### src/rtl/decim_pkg.sv
// ============================================================================
// Module   : decim_pkg
// Brief    : Shared types and constants for the stream decimator.
// Revision : 1.0 - initial release
// ============================================================================
`default_nettype none

package decim_pkg;

    typedef enum logic [0:0] {
        DECIM_PICK = 1'b0,
        DECIM_AVG  = 1'b1
    } decim_mode_e;

    localparam int unsigned DROP_W = 16;

endpackage

`default_nettype wire

### src/rtl/stream_decimator.sv
// ============================================================================
// Module   : stream_decimator
// Brief    : Decimates a signed sample stream by 2**LOG2_R (pick or average)
//            and formats each result with FRAC_W fractional zero bits.
// Revision : 1.0 - initial release
// ============================================================================
`default_nettype none

module stream_decimator
    import decim_pkg::*;
#(
    parameter int unsigned IN_W   = 16,
    parameter int unsigned FRAC_W = 8,
    parameter int unsigned OUT_W  = 32,
    parameter int unsigned LOG2_R = 6,
    parameter decim_mode_e MODE   = DECIM_PICK
) (
    input  logic              clk,
    input  logic              reset,
    input  logic [IN_W-1:0]   x_data_i,
    input  logic              x_valid_i,
    output logic              x_ready_o,
    output logic [OUT_W-1:0]  y_data_o,
    output logic              y_valid_o,
    input  logic              y_ready_i,
    output logic [DROP_W-1:0] drop_count_o
);

    localparam int unsigned R     = 1 << LOG2_R;
    localparam int unsigned ACC_W = IN_W + LOG2_R;
    localparam int unsigned PH_W  = (LOG2_R > 0) ? LOG2_R : 1;

    logic [PH_W-1:0]          phase_q, phase_d;
    logic signed [ACC_W-1:0]  acc_q, acc_d;
    logic [OUT_W-1:0]         y_data_q, y_data_d;
    logic                     y_valid_q, y_valid_d;
    logic [DROP_W-1:0]        drop_q, drop_d;

    logic                     w_accept;
    logic                     w_drop;
    logic                     w_last;
    logic signed [ACC_W-1:0]  w_x_ext;
    logic signed [ACC_W-1:0]  w_sum;
    logic signed [IN_W-1:0]   w_avg;
    logic signed [IN_W-1:0]   w_res;
    logic signed [OUT_W-1:0]  w_res_ext;
    logic [OUT_W-1:0]         w_fmt;

    assign x_ready_o    = ~y_valid_q | y_ready_i;
    assign w_accept     = x_valid_i & x_ready_o;
    assign w_drop       = x_valid_i & ~x_ready_o;
    assign w_last       = (phase_q == PH_W'(R - 1));

    // Phase 0 restarts the group, so a stale partial sum never leaks forward.
    assign w_x_ext      = ACC_W'($signed(x_data_i));
    assign w_sum        = (phase_q == '0) ? w_x_ext : (acc_q + w_x_ext);
    assign w_avg        = IN_W'(w_sum >>> LOG2_R);
    assign w_res        = (MODE == DECIM_AVG) ? w_avg : $signed(x_data_i);
    assign w_res_ext    = OUT_W'(w_res);
    assign w_fmt        = w_res_ext << FRAC_W;

    always_comb begin
        phase_d   = phase_q;
        acc_d     = acc_q;
        y_data_d  = y_data_q;
        y_valid_d = y_valid_q;
        drop_d    = drop_q;

        if (w_accept) begin
            phase_d = w_last ? '0 : (phase_q + PH_W'(1));
            acc_d   = w_sum;
        end

        // A new result on the handshake edge keeps y_valid high: no bubble.
        if (w_accept && w_last) begin
            y_valid_d = 1'b1;
            y_data_d  = w_fmt;
        end else if (y_valid_q && y_ready_i) begin
            y_valid_d = 1'b0;
        end

        if (w_drop && (drop_q != '1)) begin
            drop_d = drop_q + DROP_W'(1);
        end
    end

    always_ff @(posedge clk or posedge reset) begin
        if (reset) begin
            phase_q   <= '0;
            acc_q     <= '0;
            y_data_q  <= '0;
            y_valid_q <= 1'b0;
            drop_q    <= '0;
        end else begin
            phase_q   <= phase_d;
            acc_q     <= acc_d;
            y_data_q  <= y_data_d;
            y_valid_q <= y_valid_d;
            drop_q    <= drop_d;
        end
    end

    assign y_data_o     = y_data_q;
    assign y_valid_o    = y_valid_q;
    assign drop_count_o = drop_q;

endmodule

`default_nettype wire

### config.mk
export PLATFORM = sky130hd
export DESIGN_NAME = stream_decimator
export DESIGN_NICKNAME = d
export VERILOG_FILES = /design/src/rtl/decim_pkg.sv /design/src/rtl/stream_decimator.sv
export SDC_FILE = /design/constraint.sdc
export NUM_CORES = 1
export LEC_CHECK = 0
export CAP_MARGIN = 10
export CORE_MARGIN = 5
export CORE_UTILIZATION = 30
export CTS_CLUSTER_DIAMETER = 40
export DETAILED_ROUTE_END_ITERATION = 16
export PLACE_DENSITY = 0.67
export SLEW_MARGIN = 10
export SYNTH_ARGS = -nofsm -noshare
export SYNTH_HDL_FRONTEND = slang
export SYNTH_SLANG_ARGS = --single-unit
### constraint.sdc
create_clock -name clk -period 4.2 [get_ports clk]
set_input_delay 0.84 -clock clk [delete_from_list [all_inputs] [get_ports clk]]
set_output_delay 0.84 -clock clk [all_outputs]
set_load 0.005 [all_outputs]
==> run metrics, run 1 <==
hold depth=1; Worst-Skew Late Latency=~0.28 ns; crit path DAT=2.00 ns; row count=28; Layout Area Growth over Synthesis=36.1%; Tmin final=2.84 ns; Leak=1.13 nW; Clock power frac=28.2%; filler instances=570; unrepaired setup endpoints after global routing=false; hold crit path type=reg2reg; WS Path Type=in2out; Internal=between 600 and 700 µW; Reg2Reg Setup Slack=2.23 ns; Post-CTS Setup Repair Bufs=0; DR pass1 iterations=4; # hold bufs at CTS=0; post-synthesis sequential area ratio=between 50% and 60%; Via density=between 4 and 5; HPWL after DPL=~2700 µm; main area contributors after synthesis=dfrtp_1 (53%), mux2_2 (10%), buf_4 (6.9%), xnor2_1 (6.2%), nand4_1 (2.4%); DIE HEIGHT=88.5 µm; Overall Power=807 µW; Die W=88.5 µm; Crit. End Element=output port; layout cells sized above 1=13.7%; worst reg2reg startpoint=phase_q[0]$_DFFE_PP0P_; hold_sp=phase_q[4]$_DFFE_PP0P_; final WL=about 3700 µm; VDD IR-drop max=approximately 0.17 mV; vias in the first global route=between 1000 and 1500; n_diodes=0; Synth top area share=a little over half; global-route usage over all layers=between 9 and 10%; first-pass GRT wire length=5770 µm; number of synthesized register bits=39; RD Place Congestion=just over 0.8; Num CTS Buffers=5; Core Box Area=between 5000 and 6000 µm²; pre-CTS WS=approximately 1.3 ns; clk_skew=about 0.0063 ns; post-synthesis instance total=approximately 160; adder-cell share of the synthesized area=roughly 1.4%; area occupied by multi-input gates=about 750 µm²; buffers plus inverters on the worst setup path=2; CP top delay family=buffers and inverters; sequential share of power=55.3%; Post-Synth Simple-Gate Area=between 10% and 20%; clock-pin transition on the worst setup and hold timing paths=0.07 ns; CP Launch Type=input pin; worst-case clock buffer depth=2; pin count of the biggest net entering global routing=40; status=finished clean; Initial Utilization=between 30% and 40%; Hold EP=phase_q[4]$_DFFE_PP0P_; Nets=234; port buffer count=61; Final Hold Viols=0; Logic pwr share=16.5%; xor/xnor share of the synthesized area=under 10%; Worst EP required=roughly 3.4 ns; max-slew violation count=0; YS warnings=0; post-synthesis compound-gate area fraction=2.78%; Cell variety after synth=30; Cell Area, Synth=about 1800 µm²; slew margin rel.=a little over two fifths; CTS tree=done; CP Depth=3; final worst-path cycle share=slightly below 70%; DIE AREA=between 7000 and 8000 µm²; final hold slack=between 0.4 and 0.5 ns; worst setup margin=about 1.4 ns; detailed-route via count=approximately 1300; post-route setup TNS=0 ns; max incr delay on CP=0.51 ns; slowest CP cell=clkdlybuf4s50_1; max_cap viols=0; # setup viols final=0; mux cell area share after synthesis=a little over a tenth; most frequent cells in the layout=clkdlybuf4s50_1 (61), dfrtp_1 (39), mux2_2 (17), xnor2_1 (13); wire per inst=12.9 µm; leading area contributor after synthesis=dfrtp_1; commonest non-fill, non-tap cell in the layout=clkdlybuf4s50_1; R2R cell count=4; fmax=between 300 and 400 MHz; CTS root buf=clkbuf_8; most used cell, CP=clkdlybuf4s50_1; CP Cell Sequence=clkdlybuf4s50_1 -> nand2b_2 -> clkdlybuf4s50_1; R2R Path End=y_data_o[9]$_DFFE_PP0P_; Ports=70; largest family of logic cells by synthesized area=simple AND/OR/NAND/NOR gates; switching share of power=a little under a quarter; post-route non-filler standard cell count=between 200 and 300; worst-path fanout max=6; Register Area=roughly 980 µm²; Avg Cell Area, Syn=11.9 µm²; drt initial violations=35; antenna violations before repair=0; Worst Tran Pin Value=between 0.8 and 0.9 ns; gr ovfl total=0; Sinks on Clock Net=39; number of cells after detailed placement=280; DRC Markers=0; H-tree depth=2; PD cells=321 nW/µm²; post-CTS sizing=0; Final ANT Viol Nets=0; Net Sw Power=193 µW
==> area by class of cell <==
| class | count | share of cell area, % |
|---|---|---|
| well taps | 75 | 3.73 |
| multi-input cells | 102 | 29.7 |
| inverters | 2 | 0.299 |
| clock buffers | 6 | 2.89 |
| repair buffers | 62 | 24.6 |
| flip-flops and latches | 39 | 38.8 |
==> how the worst max path moves through the flow <==
stage                               end  slack [ns]      start
5_1_grt                       x_ready_o        1.30  y_ready_i
3_3_place_gp   y_data_o[10]$_DFFE_PP0P_        1.32  y_ready_i
4_1_cts                       x_ready_o        1.35  y_ready_i
6_report                      x_ready_o        1.36  y_ready_i
3_5_place_dp    y_data_o[9]$_DFFE_PP0P_        1.30  y_ready_i
2_1_floorplan  y_data_o[10]$_DFFE_PP0P_        2.05  y_ready_i
==> flip-flops by register name, indices dropped and copies added, names as in the netlist <==
signal / cells
y_valid_o: 1
phase_q: 6
drop_count_o: 16
y_data_o: 16
==> worst reg2reg max path, cell delays in order (launching register included) <==
cell,delay [ns]
dfrtp_1,0.40
ha_1,0.22
nand3_1,0.12
or3_1,0.68
mux2_2,0.42
==> synth_stat cells <==
cell,count
a41o_1,1
nor2_1,5
buf_2,1
xnor2_1,13
and3_2,1
conb_1,1
mux2_2,17
o21ai_0,1
and3b_1,1
and3_1,4
and2_1,3
buf_4,17
ha_1,2
nand4_2,1
nand4_1,7
inv_1,2
nand2_1,8
mux2_1,1
or3_1,2
o21ai_4,1
and4_2,1
nand3b_1,2
nand3_1,8
nor3_1,5
dfrtp_1,39
or4_4,1
buf_6,1
a21oi_1,4
xor2_1,4
nand2b_2,1
==> kinds of logic after synthesis <==
group | count (synthesis)
simple gates | 50
flops | 39
buf+inv | 21
mux | 18
xor+xnor | 17
compound gates | 7
fa+ha+maj | 2
other cells | 1
==> power by group through the flow <==
stage	Clock, mW	Sequential [mW]	Combinational (mW)
finish	0.228	0.446	0.133
global route	0.259	0.452	0.148
CTS	0.242	0.446	0.137
detailed placement	0	0.451	0.138
global placement	0	0.452	0.133
floorplan	0	0.447	0.0821
==> routing by layer <==
layer,routed length (µm),GRT usage (%)
met5,0,0
met4,65,4.12
met3,290,2.98
met2,1750,15.6
met1,1580,12.1
==> per-stage QoR <==
step                      util (%)  instance area [µm²]
after floorplan                  -                 1870
after global placement        41.0                 2440
after detailed placement      41.0                 2440
after CTS                     42.2                 2510
after global routing          42.2                 2510
final                         42.2                 2510
No activity file was read; power rests on OpenSTA's default activity.
==> run 2: changes to the inputs <==
clock period = 2.9 ns   (was 4.2 ns; I/O delays follow)
==> run metrics, run 2 (synthesis results as in run 1) <==
Sinks on Clock Net=39; area occupied by multi-input gates=746 µm²; final WL=roughly 3800 µm; clk_skew=slightly above 0.01 ns; RD Place Congestion=between 0.7 and 0.8; PD cells=just over 500 nW/µm²; Final Hold Viols=0; antenna violations before repair=0; Crit. End Element=output port; DRC Markers=0; gr ovfl total=0; most frequent cells in the layout=clkdlybuf4s50_1 (61), dfrtp_1 (39), mux2_2 (17), xnor2_1 (13); max-slew violation count=0; Worst-Skew Late Latency=between 0.2 and 0.3 ns; Via density=around 4.5; hold_sp=drop_count_o[11]$_DFFE_PP0P_; Worst Tran Pin Value=between 0.7 and 0.8 ns; # hold bufs at CTS=0; filler instances=573; port buffer count=61; post-route setup TNS=0 ns; worst-case clock buffer depth=2; wire per inst=13.1 µm; pin count of the biggest net entering global routing=40; vias in the first global route=approximately 1300; CTS root buf=clkbuf_8; # setup viols final=0; sequential share of power=between 40% and 50%; H-tree depth=2; DIE HEIGHT=88.5 µm; number of cells after detailed placement=282; WS Path Type=in2out; Register Area=between 900 and 1000 µm²; detailed-route via count=approximately 1300; slew margin rel.=49.2%; layout cells sized above 1=between 10% and 20%; n_diodes=0; global-route usage over all layers=10.2%; status=finished clean; max_cap viols=0; post-route non-filler standard cell count=290; drt initial violations=45; HPWL after DPL=around 2800 µm; Die W=approximately 88 µm; CTS tree=done; clock-pin transition on the worst setup and hold timing paths=~0.080 ns; hold crit path type=reg2reg; Ports=70; final instance area=about 2600 µm²; Internal=~1 mW; worst-path fanout max=6; worst reg2reg startpoint=drop_count_o[0]$_DFFE_PP0P_; CP Launch Type=input pin; Core Box Area=5960 µm²; fmax=427 MHz; first-pass GRT wire length=6130 µm; Post-DP Area=2460 µm²; Post-CTS Setup Repair Bufs=0; Net Sw Power=slightly above 300 µW; crit path DAT=~1.8 ns; post-CTS sizing=0; Clock power frac=36.0%; crit path from=y_ready_i; Nets=about 240; Logic pwr share=14.9%; Leak=about 1.2 nW; switching share of power=23.5%; unrepaired setup endpoints after global routing=false; Layout Area Growth over Synthesis=39.4%; Tmin final=around 2.3 ns; DIE AREA=7830 µm²; Final ANT Viol Nets=0; row count=28; DR pass1 iterations=4; final worst-path cycle share=about four fifths; commonest non-fill, non-tap cell in the layout=clkdlybuf4s50_1; Worst EP required=between 2 and 2.5 ns; Num CTS Buffers=5; VDD IR-drop max=between 0.2 and 0.25 mV; Initial Utilization=31.0%
## run 2: cell types whose count changed in the layout (fill, tap and decap cells not counted), sizes merged
cell and delta:
buf +2, clkinv +1, bufinv +1
## run 2: metrics by stage
step / worst slack [ns] / hold slack [ns] / power, mW / util [%]
after global placement: 0.371 / 0.476 / 0.849 / 41.2
after detailed placement: 0.293 / 0.485 / 0.858 / 41.2
after CTS: 0.558 / 0.502 / 1.34 / 43.2
after global routing: 0.509 / 0.525 / 1.39 / 43.2
final: 0.561 / 0.502 / 1.32 / 43.2
after floorplan: 0.980 / 0.455 / 0.767 / -
## run 2: final timing paths
| kind | to | slack, ns | cells past startpoint |
|---|---|---|---|
| max in group asynchronous | drop_count_o[2]$_DFFE_PP0P_ | 1.83 | 3 |
| setup / recovery | x_ready_o | 0.56 | 3 |
| setup reg to reg | drop_count_o[1]$_DFFE_PP0P_ | 0.93 | 5 |
| hold / removal | drop_count_o[11]$_DFFE_PP0P_ | 0.50 | 1 |
| hold reg to reg | drop_count_o[11]$_DFFE_PP0P_ | 0.50 | 1 |
| min in group asynchronous | y_data_o[18]$_DFFE_PP0P_ | 0.72 | 3 |
## run 2: routing by layer
metal  global-route usage, %  share of wire, %
met2                    15.7                49
met4                    6.59               2.0
met3                    2.23               5.7
met5                       0                 0
met1                    12.9                43
## run 2: cell type report
type / count / area share [%]
Multi-Input combinational cell: 102 / 29.0
Clock buffer: 6 / 3.21
Clock inverter: 2 / 1.36
Sequential cell: 39 / 37.9
Inverter: 2 / 0.292
Tap cell: 75 / 3.65
Timing Repair Buffer: 64 / 24.6
## run 2: power by group through the flow
stage | clock network, mW | registers [mW] | logic, mW
after global routing | 0.513 | 0.656 | 0.222
after global placement | 0 | 0.655 | 0.195
final | 0.474 | 0.647 | 0.196
after floorplan | 0 | 0.648 | 0.119
after CTS | 0.490 | 0.647 | 0.200
after detailed placement | 0 | 0.656 | 0.201
## run 2: worst max-delay path: stages
cell	delay [ns]
clkdlybuf4s50_1	0.48
nand2b_2	0.18
clkdlybuf4s50_1	0.52
